<file path="config.mk">
export PLATFORM = sky130hd
export DESIGN_NAME = mem_port_arbiter_flat
export DESIGN_NICKNAME = d
export VERILOG_FILES = /design/src/rtl/mem_port_arbiter_pkg.sv /design/src/rtl/mem_port_arbiter_if.sv /design/src/rtl/mem_port_arbiter_bus_watchdog.sv /design/src/rtl/mem_port_arbiter.sv /design/src/flat_wrapper.sv
export SDC_FILE = /design/constraint.sdc
export NUM_CORES = 1
export LEC_CHECK = 0
export CAP_MARGIN = 10
export CORE_MARGIN = 2
export CORE_UTILIZATION = 39
export CTS_BUF_LIST = sky130_fd_sc_hd__clkbuf_16
export DETAILED_ROUTE_END_ITERATION = 6
export PLACE_DENSITY = 0.95
export SYNTH_ARGS = -nofsm -noshare
export SYNTH_HDL_FRONTEND = slang
export SYNTH_HIERARCHICAL = 1
export SYNTH_SLANG_ARGS = --single-unit
</file>
<file path="constraint.sdc">
create_clock -name clk -period 4.6 [get_ports clk]
set_clock_uncertainty 0.2 [all_clocks]
set_input_delay 0.92 -clock clk [delete_from_list [all_inputs] [get_ports clk]]
set_output_delay 0.92 -clock clk [all_outputs]
set_load 0.01 [all_outputs]
</file>
<file path="src/rtl/mem_port_arbiter_pkg.sv">
// Shared types and constants for the IF/MEM unified memory port arbiter.
package mem_arb_pkg;

    typedef enum logic [1:0] {
        IDLE      = 2'd0,
        GRANT_IF  = 2'd1,
        GRANT_MEM = 2'd2
    } arb_state_t;

    typedef enum logic [1:0] {
        GNT_NONE = 2'd0,
        GNT_IF   = 2'd1,
        GNT_MEM  = 2'd2
    } grant_t;

    // Fetches always read a full word; sliced down to DATA_WIDTH/8 at the user.
    localparam int MAX_BE_WIDTH = 64;
    localparam logic [MAX_BE_WIDTH-1:0] BE_ALL_ONES = '1;

endpackage

</file>
<file path="src/rtl/mem_port_arbiter_if.sv">
// Requester, bus and stall signals of the shared memory port.
interface mem_port_arbiter_if #(
    parameter int ADDR_WIDTH = 32,
    parameter int DATA_WIDTH = 32
);
    logic                    if_req;
    logic [ADDR_WIDTH-1:0]   if_addr;
    logic [DATA_WIDTH-1:0]   if_rdata;
    logic                    if_valid;

    logic                    mem_req;
    logic                    mem_we;
    logic [ADDR_WIDTH-1:0]   mem_addr;
    logic [DATA_WIDTH-1:0]   mem_wdata;
    logic [DATA_WIDTH/8-1:0] mem_be;
    logic [DATA_WIDTH-1:0]   mem_rdata;
    logic                    mem_valid;

    logic                    bus_req;
    logic                    bus_we;
    logic [ADDR_WIDTH-1:0]   bus_addr;
    logic [DATA_WIDTH-1:0]   bus_wdata;
    logic [DATA_WIDTH/8-1:0] bus_be;
    logic                    bus_ack;
    logic [DATA_WIDTH-1:0]   bus_rdata;

    logic                    stall_if;
    logic                    stall_mem;
    logic                    bus_err;

    // Arbiter side
    modport slave (
        input  if_req, if_addr,
        input  mem_req, mem_we, mem_addr, mem_wdata, mem_be,
        input  bus_ack, bus_rdata,
        output if_rdata, if_valid, mem_rdata, mem_valid,
        output bus_req, bus_we, bus_addr, bus_wdata, bus_be,
        output stall_if, stall_mem, bus_err
    );

    // Pipeline and memory side
    modport master (
        output if_req, if_addr,
        output mem_req, mem_we, mem_addr, mem_wdata, mem_be,
        output bus_ack, bus_rdata,
        input  if_rdata, if_valid, mem_rdata, mem_valid,
        input  bus_req, bus_we, bus_addr, bus_wdata, bus_be,
        input  stall_if, stall_mem, bus_err
    );

endinterface

</file>
<file path="src/rtl/mem_port_arbiter_bus_watchdog.sv">
// Counts GRANT cycles without ack; timeout pulses in the cycle that would
// bring the count to TIMEOUT_CYCLES.
module bus_watchdog #(
    parameter int TIMEOUT_CYCLES = 255
) (
    input  logic clk,
    input  logic rst,
    input  logic clear,
    input  logic enable,
    output logic timeout
);

    localparam int CNT_W = $clog2(TIMEOUT_CYCLES + 1);
    localparam logic [CNT_W-1:0] LAST = CNT_W'(TIMEOUT_CYCLES - 1);

    logic [CNT_W-1:0] count;

    assign timeout = enable && (count == LAST);

    always_ff @(posedge clk or posedge rst) begin
        if (rst) begin
            count <= '0;
        end else if (clear) begin
            count <= '0;
        end else if (enable && !timeout) begin
            count <= count + 1'b1;
        end
    end

endmodule

</file>
<file path="src/rtl/mem_port_arbiter.sv">
// Arbitrates the fetch and memory stages onto one memory bus port, with
// MEM-streak fairness, pipeline stalls and a hung-transaction watchdog.
//
// state     | meaning
// ----------+----------------------------------------------------------
// IDLE      | bus free; arbitrate and latch the winner's bus fields
// GRANT_IF  | fetch transaction on the bus, waiting for ack or timeout
// GRANT_MEM | load/store transaction on the bus, waiting for ack/timeout
module mem_port_arbiter
    import mem_arb_pkg::*;
#(
    parameter int ADDR_WIDTH     = 32,
    parameter int DATA_WIDTH     = 32,
    parameter int MAX_MEM_STREAK = 4,
    parameter int TIMEOUT_CYCLES = 255
) (
    input logic               clk,
    input logic               rst,
    mem_port_arbiter_if.slave port
);

    localparam int BE_W = DATA_WIDTH / 8;
    localparam logic [BE_W-1:0] BE_FULL    = BE_ALL_ONES[BE_W-1:0];
    localparam logic [3:0]      STREAK_MAX = 4'(MAX_MEM_STREAK);

    arb_state_t state, state_next;
    grant_t     grant;

    logic [3:0]            streak, streak_next;
    logic                  timeout, done;
    logic                  bus_we_q;
    logic [ADDR_WIDTH-1:0] bus_addr_q;
    logic [DATA_WIDTH-1:0] bus_wdata_q;
    logic [BE_W-1:0]       bus_be_q;
    logic                  bus_err_q;

    // MEM wins ties until it has starved IF for MAX_MEM_STREAK grants.
    always_comb begin
        grant = GNT_NONE;
        if (state == IDLE) begin
            if (port.mem_req && !(port.if_req && (streak == STREAK_MAX))) begin
                grant = GNT_MEM;
            end else if (port.if_req) begin
                grant = GNT_IF;
            end
        end
    end

    always_comb begin
        streak_next = streak;
        if (grant == GNT_IF) begin
            streak_next = '0;
        end else if (grant == GNT_MEM) begin
            if (!port.if_req) begin
                streak_next = '0;
            end else if (streak != STREAK_MAX) begin
                streak_next = streak + 4'd1;
            end
        end
    end

    bus_watchdog #(
        .TIMEOUT_CYCLES (TIMEOUT_CYCLES)
    ) u_watchdog (
        .clk     (clk),
        .rst     (rst),
        .clear   (state == IDLE),
        .enable  ((state != IDLE) && !port.bus_ack),
        .timeout (timeout)
    );

    assign done = port.bus_ack || timeout;

    always_ff @(posedge clk or posedge rst) begin
        if (rst) begin
            state  <= IDLE;
            streak <= '0;
        end else begin
            state  <= state_next;
            streak <= streak_next;
        end
    end

    // A forced completion returns zero data; a real ack always wins.
    always_comb begin
        state_next     = state;
        port.if_valid  = 1'b0;
        port.if_rdata  = '0;
        port.mem_valid = 1'b0;
        port.mem_rdata = '0;
        unique case (state)
            IDLE: begin
                if (grant == GNT_IF) begin
                    state_next = GRANT_IF;
                end else if (grant == GNT_MEM) begin
                    state_next = GRANT_MEM;
                end
            end
            GRANT_IF: begin
                if (done) begin
                    state_next    = IDLE;
                    port.if_valid = 1'b1;
                    port.if_rdata = port.bus_ack ? port.bus_rdata : '0;
                end
            end
            GRANT_MEM: begin
                if (done) begin
                    state_next     = IDLE;
                    port.mem_valid = 1'b1;
                    port.mem_rdata = port.bus_ack ? port.bus_rdata : '0;
                end
            end
            default: state_next = IDLE;
        endcase
    end

    // Bus fields are captured once per grant so requester changes cannot leak onto the bus.
    always_ff @(posedge clk or posedge rst) begin
        if (rst) begin
            bus_we_q    <= 1'b0;
            bus_addr_q  <= '0;
            bus_wdata_q <= '0;
            bus_be_q    <= '0;
        end else if (grant == GNT_IF) begin
            bus_we_q    <= 1'b0;
            bus_addr_q  <= port.if_addr;
            bus_wdata_q <= '0;
            bus_be_q    <= BE_FULL;
        end else if (grant == GNT_MEM) begin
            bus_we_q    <= port.mem_we;
            bus_addr_q  <= port.mem_addr;
            bus_wdata_q <= port.mem_wdata;
            bus_be_q    <= port.mem_be;
        end
    end

    always_ff @(posedge clk or posedge rst) begin
        if (rst) begin
            bus_err_q <= 1'b0;
        end else if (timeout) begin
            bus_err_q <= 1'b1;
        end
    end

    assign port.bus_req   = (state != IDLE);
    assign port.bus_we    = bus_we_q;
    assign port.bus_addr  = bus_addr_q;
    assign port.bus_wdata = bus_wdata_q;
    assign port.bus_be    = bus_be_q;
    assign port.bus_err   = bus_err_q;

    assign port.stall_if  = port.if_req && !port.if_valid;
    assign port.stall_mem = port.mem_req && !port.mem_valid;

endmodule
</file>
<file path="src/flat_wrapper.sv">
// flat-port wrapper written by rule: the top's interface ports become plain ports
module mem_port_arbiter_flat import mem_arb_pkg::*;
#(
    parameter int ADDR_WIDTH     = 32,
    parameter int DATA_WIDTH     = 32,
    parameter int MAX_MEM_STREAK = 4,
    parameter int TIMEOUT_CYCLES = 255
)
  (clk, rst, port_if_req, port_if_addr, port_mem_req, port_mem_we, port_mem_addr, port_mem_wdata, port_mem_be, port_bus_ack, port_bus_rdata, port_if_rdata, port_if_valid, port_mem_rdata, port_mem_valid, port_bus_req, port_bus_we, port_bus_addr, port_bus_wdata, port_bus_be, port_stall_if, port_stall_mem, port_bus_err);
  mem_port_arbiter_if #(.ADDR_WIDTH(ADDR_WIDTH), .DATA_WIDTH(DATA_WIDTH)) port_i ();
  input logic clk;
  input logic rst;
  input wire logic [$bits(port_i.if_req)-1:0] port_if_req;
  input wire logic [$bits(port_i.if_addr)-1:0] port_if_addr;
  input wire logic [$bits(port_i.mem_req)-1:0] port_mem_req;
  input wire logic [$bits(port_i.mem_we)-1:0] port_mem_we;
  input wire logic [$bits(port_i.mem_addr)-1:0] port_mem_addr;
  input wire logic [$bits(port_i.mem_wdata)-1:0] port_mem_wdata;
  input wire logic [$bits(port_i.mem_be)-1:0] port_mem_be;
  input wire logic [$bits(port_i.bus_ack)-1:0] port_bus_ack;
  input wire logic [$bits(port_i.bus_rdata)-1:0] port_bus_rdata;
  output wire logic [$bits(port_i.if_rdata)-1:0] port_if_rdata;
  output wire logic [$bits(port_i.if_valid)-1:0] port_if_valid;
  output wire logic [$bits(port_i.mem_rdata)-1:0] port_mem_rdata;
  output wire logic [$bits(port_i.mem_valid)-1:0] port_mem_valid;
  output wire logic [$bits(port_i.bus_req)-1:0] port_bus_req;
  output wire logic [$bits(port_i.bus_we)-1:0] port_bus_we;
  output wire logic [$bits(port_i.bus_addr)-1:0] port_bus_addr;
  output wire logic [$bits(port_i.bus_wdata)-1:0] port_bus_wdata;
  output wire logic [$bits(port_i.bus_be)-1:0] port_bus_be;
  output wire logic [$bits(port_i.stall_if)-1:0] port_stall_if;
  output wire logic [$bits(port_i.stall_mem)-1:0] port_stall_mem;
  output wire logic [$bits(port_i.bus_err)-1:0] port_bus_err;
  assign port_i.if_req = port_if_req;
  assign port_i.if_addr = port_if_addr;
  assign port_i.mem_req = port_mem_req;
  assign port_i.mem_we = port_mem_we;
  assign port_i.mem_addr = port_mem_addr;
  assign port_i.mem_wdata = port_mem_wdata;
  assign port_i.mem_be = port_mem_be;
  assign port_i.bus_ack = port_bus_ack;
  assign port_i.bus_rdata = port_bus_rdata;
  assign port_if_rdata = port_i.if_rdata;
  assign port_if_valid = port_i.if_valid;
  assign port_mem_rdata = port_i.mem_rdata;
  assign port_mem_valid = port_i.mem_valid;
  assign port_bus_req = port_i.bus_req;
  assign port_bus_we = port_i.bus_we;
  assign port_bus_addr = port_i.bus_addr;
  assign port_bus_wdata = port_i.bus_wdata;
  assign port_bus_be = port_i.bus_be;
  assign port_stall_if = port_i.stall_if;
  assign port_stall_mem = port_i.stall_mem;
  assign port_bus_err = port_i.bus_err;
  mem_port_arbiter #(.ADDR_WIDTH(ADDR_WIDTH), .DATA_WIDTH(DATA_WIDTH), .MAX_MEM_STREAK(MAX_MEM_STREAK), .TIMEOUT_CYCLES(TIMEOUT_CYCLES)) u_core (.clk(clk), .rst(rst), .port(port_i));
endmodule
</file>
# Yosys cells after proc, flatten, opt, wreduce, memory -nomap -nowiden
# Cells that the tools add are included.
[word_totals] regBits=84 out_inout_bits=139
[op_classes] addsub=2 eq_ne=10 mux=28 n_reduce_logical=20
[ops] op="32-bit 2-to-1 mux" count=8
[ops] op="4-bit 2-to-1 mux" count=6
[ops] op="8-bit 2-to-1 mux" count=2
[ops] op="2-bit 2-to-1 mux" count=5
[ops] op="8-bit by 1-bit adder with 8-bit output, second input constant" count=1
[ops] op="8-bit == test, second input constant" count=1
[ops] op="1-bit logical AND" count=7
[ops] op="1-bit 2-to-1 mux" count=6
[ops] op="3-bit by 1-bit != test with 1-bit output, second input constant" count=2
[ops] op="2-bit nonzero test" count=3
[ops] op="1-bit logical NOT" count=5
[ops] op="4-bit by 1-bit adder with 4-bit output, second input constant" count=1
[ops] op="2-bit by 1-bit == test with 1-bit output, second input constant" count=2
[ops] op="2-bit == test, second input constant" count=2
[ops] op="4-bit by 3-bit == test with 1-bit output, second input constant" count=1
[ops] op="4-bit by 3-bit != test with 1-bit output, second input constant" count=1
[ops] op="2-bit one-hot mux with 2 select lines" count=1
[ops] op="2-bit AND reduction" count=2
[ops] op="2-bit logical NOT" count=1
[ops] op="2-bit by 1-bit != test with 1-bit output, second input constant" count=1
[ops] op="2-bit OR reduction" count=1
[ops] op="1-bit logical OR" count=1

# Longest topological paths before layout
[depth] ltp_word=10 depth_mapped=11 mapped_depth_nobuf=9

# Hierarchy
# The synthesis kept the hierarchy.
[by_module_without_submodules] module="mem_port_arbiter" n_inst=1 cells_each=357 area_per_inst_um2=3713.6 seq_area_each_um2=1901.8
[by_module_without_submodules] module="bus_watchdog" n_inst=1 cells_each=50 area_per_inst_um2=499.2 seq_area_each_um2=200.2

# Worst setup path after synthesis
# OpenSTA, ideal clock, no wires.
[synth_path] path_type="input to output" startpoint="input port_bus_ack" endpoint="output port_stall_if" arrival_ns=1.967 required_ns=3.480 setup_slack_ns=1.513 stages=6 path_cell_list="clkbuf_1 -> nor2_1 -> and3_1 -> nor2_1 -> nor2b_1 -> nor2b_1"
[synth_via] elab_chain_cells=8
[synth_rtl] item="start, declared" line_no="flat_wrapper.sv:20" text="input wire logic [$bits(port_i.bus_ack)-1:0] port_bus_ack;"
[synth_rtl] item="1-bit logical NOT" line_no="mem_port_arbiter.sv:68" text=".enable ((state != IDLE) && !port.bus_ack),"
[synth_rtl] item="1-bit logical AND" line_no="mem_port_arbiter.sv:68"
[synth_rtl] item="1-bit logical AND" line_no="mem_port_arbiter_bus_watchdog.sv:18" text="assign timeout = enable && (count == LAST);"
[synth_rtl] item="net u_core.timeout" line_no="mem_port_arbiter.sv:30" text="logic timeout, done;"
[synth_rtl] item="1-bit logical OR" line_no="mem_port_arbiter.sv:72" text="assign done = port.bus_ack || timeout;"
[synth_rtl] item="1-bit 2-to-1 mux" line_no="mem_port_arbiter.sv:100" text="if (done) begin"
[synth_rtl] item="1-bit 2-to-1 mux" line_no="mem_port_arbiter.sv:91" text="unique case (state)"
[synth_rtl] item="net port_if_valid" line_no="flat_wrapper.sv:23" text="output wire logic [$bits(port_i.if_valid)-1:0] port_if_valid;"
[synth_rtl] item="1-bit logical NOT" line_no="mem_port_arbiter.sv:152" text="assign port.stall_if = port.if_req && !port.if_valid;"
[synth_rtl] item="1-bit logical AND" line_no="mem_port_arbiter.sv:152"
[synth_rtl] item="end, declared" line_no="flat_wrapper.sv:31" text="output wire logic [$bits(port_i.stall_if)-1:0] port_stall_if;"
# The timed path passes the listed nets, and every way through them passes these cells.

# Final worst setup path
[layout_path] startpoint="input port_bus_ack" endpoint="output port_stall_if"
[layout_via] elab_chain_cells=8
[layout_rtl] item="1-bit logical NOT" line_no="mem_port_arbiter.sv:68"
[layout_rtl] item="1-bit logical AND" line_no="mem_port_arbiter.sv:68"
[layout_rtl] item="1-bit logical AND" line_no="mem_port_arbiter_bus_watchdog.sv:18"
[layout_rtl] item="net u_core.timeout" line_no="mem_port_arbiter.sv:30"
[layout_rtl] item="1-bit logical OR" line_no="mem_port_arbiter.sv:72"
[layout_rtl] item="1-bit 2-to-1 mux" line_no="mem_port_arbiter.sv:100"
[layout_rtl] item="1-bit 2-to-1 mux" line_no="mem_port_arbiter.sv:91"
[layout_rtl] item="1-bit logical NOT" line_no="mem_port_arbiter.sv:152"
[layout_rtl] item="1-bit logical AND" line_no="mem_port_arbiter.sv:152"
# The timed path passes the listed nets, and every way through them passes these cells.

==> Implementation_results.wiki <==
{| class="wikitable"
! Metric !! Value
|-
| Leading post-synthesis cells by instance count || dfrtp_1, and3_1, nand2_1, a22o_1, mux2i_1
|-
| Post-CTS setup buffer count || 0
|-
| Mapped Cells || 407
|-
| Element type at the critical path end || output port
|-
| Number of endpoints with negative hold slack in the final report || 0
|-
| Proportion of register bits with asynchronous set or reset after synthesis || 1.00
|-
| Number of violations reported at the end of detailed-routing iteration 0 || 251
|-
| Multiplexer area fraction after synthesis || 0.0882
|-
| Worst setup path class || primary input to output port
|-
| Area of the die || 11600 um^2
|-
| Cell-by-cell trace of the critical path || clkdlybuf4s50_1 -> nor2_1 -> buf_4 -> and3_1 -> nor2_1 -> nor2b_1 -> nor2b_1 -> clkdlybuf4s50_1
|-
| Final slew viol count || 0
|-
| Post-Place Cell Area || 7020 um^2
|-
| Floorplan Core Area || 10400 um^2
|-
| Total Neg Setup Slack || 0 ns
|-
| CTS Hold Buffers Added || 0
|-
| Standard-cell row count || 37
|-
| Most frequent cell after synthesis || dfrtp_1
|-
| Share of cells above drive strength 1 || 0.0463
|-
| Number of synthesized flops with an enable pin || 0
|-
| Max-capacitance violation count || 0
|-
| Largest voltage drop on the vdd net || 365 uV
|-
| Syn_area_per_cell || 10.4 um^2
|-
| Worst slew margin || 0.422
|-
| Status || finished clean
|-
| Largest fanout on the critical path || 8
|-
| Port Buf Inserts || 276
|-
| Post-route cell area || 7340 um^2
|-
| DRT Pass-1 Iters || 4
|-
| Final period util || 0.854
|-
| Fin worst setup slack || 0.671 ns
|-
| RSZ-0062 raised after global routing || false
|-
| Fraction of post-synthesis cell area in the top cell type by area || 0.499
|-
| Clock H-tree levels || 3
|-
| Layout Area Growth over Synthesis || 74.3%
|-
| Overflow left after global routing || 0
|-
| Post-route non-filler standard cell count || 806
|-
| Clk_lat worst skew || 0.33 ns
|-
| Cell with the biggest individual delay on the critical path || clkdlybuf4s50_1
|-
| Critical Path AT || 2.81 ns
|-
| Share of synthesized cell area in and, or, nand and nor gates || 0.180
|-
| CTS tree || built
|-
| Largest family of logic cells by synthesized area || simple AND/OR/NAND/NOR gates
|-
| Diodes inserted || 0
|-
| Global-route wire length before repair || 23000 um
|-
| Worst setup SP type || primary input
|-
| Reg clk slew, reported paths || 0.06 ns
|-
| Compound-cell area share of the yosys netlist || 0.158
|-
| Total instance count after detailed placement || 790
|-
| Largest area contributor in the synthesized netlist || dfrtp_1
|-
| Post-cts sizing count || 0
|-
| Transition time at the pin with the least slew margin || 0.867 ns
|-
| Effective utilization at floorplan || 0.404
|-
| Number of nets produced by synthesis || 553
|-
| Height of the chip || 108 um
|-
| Number of routed nets with antenna violations || 0
|-
| Routability congestion estimate from global placement || 0.827
|-
| Xor/xnor share of the synthesized area || 0
|-
| Number of nets in the layout || 811
|-
| Number of unique standard cell types used by synthesis || 37
|-
| Boundary pin count || 277
|-
| Fmax || 255 MHz
|-
| Pwr per Cell Area || 557 nW/um^2
|-
| Worst slack at placement || 0.686 ns
|-
| Overall track demand over capacity in global routing || 0.255
|-
| Maximum number of pins on one net before global-route repair || 67
|-
| Slowest stage delay, CP || 0.57 ns
|-
| Average wire per standard cell || 18.4 um
|-
| Total number of vias || 4219
|-
| Post-synthesis register bit count || 84
|-
| Static power due to leakage || 0.00325 uW
|-
| Final routed DRC violation total || 0
|-
| Post-route minimum period || 3.93 ns
|-
| Primary FF master, synth || dfrtp_1
|-
| CTS Buf Count || 9
|-
| Utilization after layout || 0.705
|-
| Half-perimeter wire length after placement || 11300 um
|-
| DR vias/cell || 5.23
|-
| Master cell of the clock root buffer || clkbuf_16
|-
| Clk buf depth || 2
|-
| Die Span X || 108 um
|-
| Count of synthesis-stage warnings from yosys || 6
|-
| Adder-cell share of the synthesized area || 0.0238
|-
| Initial antenna violation count || 0
|-
| Routed WL || 14800 um
|-
| Sequential area share after synthesis || 0.499
|-
| Count of clock tree sinks || 84
|-
| Required time reported for the critical path endpoint || 3.48 ns
|-
| Synth Cell Area || 4210 um^2
|-
| Via count of the first global-routing pass || 4409
|-
| Cell types with the largest area share after synthesis || dfrtp_1, and3_1, mux2i_1
|-
| Path class of the lowest-slack min-delay path || register to register
|-
| Final setup violation count || 0
|}
[cell type report]
cell class	instances	area [um^2]
fillers	769	3070
repair buffers	281	2800
flip-flops and latches	84	2100
clock buffers	9	225
well taps	136	170
multi-input cells	278	1910
inverters	11	42.5
clock inverters	7	92.6
[flip-flops by register name (all words and copies together) (netlist names)]
register	count
u_core/state	2
u_core/port.bus_we	1
u_core/port.bus_wdata	32
u_core/port.bus_be	4
u_core/streak	4
u_core/port.bus_addr	32
u_core/u_watchdog/count	8
u_core/port.bus_err	1
[layout by cell type, fill, tap and decap left out, types with 2 or more instances in the layout]
cell type        synthesis  final
mux2i_1                 33     33
dfrtp_1                 84     84
clkbuf_16                0      9
o21ai_0                 16     16
and3_1                  68     68
o21ai_1                 20     20
nand2_1                 39     39
inv_1                   11     11
nand2b_1                 2      2
buf_4                    3      5
clkdlybuf4s50_1          0    276
bufinv_16                0      2
a211oi_1                 5      5
ha_1                     8      7
clkinv_4                 0      2
nor2_1                  10      9
nor3_1                   4      4
a22o_1                  37     37
nand3_1                  5      5
a311oi_1                 2      2
nor2b_1                  7      7
a21oi_1                  6      6
mux2_4                   2      2
[metal layers]
metal | routed length [um] | track usage | up-vias
met2 | 7880 | 0.465 | 194
met4 | 549 | 0.114 | 0
li1 | - | - | 1979
met3 | 1110 | 0.0802 | 27
met1 | 5300 | 0.267 | 2019
met5 | 0 | 0 | -
[final timing paths]
path                                          startpoint                         end  slack, ns  cells past startpoint
worst max-delay path                        port_bus_ack               port_stall_if       0.67                      8
worst min-delay path            u_core/port.bus_addr[21]    u_core/port.bus_addr[21]       0.29                      2
worst max register to register           u_core/state[0]            u_core/streak[2]       1.46                      7
worst min register to register  u_core/port.bus_addr[21]    u_core/port.bus_addr[21]       0.29                      2
max in group asynchronous                            rst            u_core/streak[3]       2.41                      3
min in group asynchronous                            rst  u_core/u_watchdog/count[5]       0.70                      2
[power breakdown]
| part | internal [uW] | switching, uW | total [uW] |
|---|---|---|---|
| combinational | 1100 | 968 | 2070 |
| clock | 474 | 291 | 764 |
| sequential | 1060 | 187 | 1250 |
[through the flow]
step	power [uW]	hold WS, ns
after detailed placement	3320	0.276
final	4090	0.287
after global placement	3240	0.265
after global routing	4320	0.303
after floorplan	2260	0.255
after CTS	4110	0.290
[critical path: cells and delay by family]
family / cells / cell delay [ns]
buffers and inverters: 3 / 1.23
and+or+nand+nor: 5 / 0.66
[cell families after synthesis]
group | Yosys count
simple gates | 141
compound gates | 93
flops | 84
buf+inv | 45
mux | 36
fa+ha+maj | 8
No activity file was read; power rests on OpenSTA's default activity.
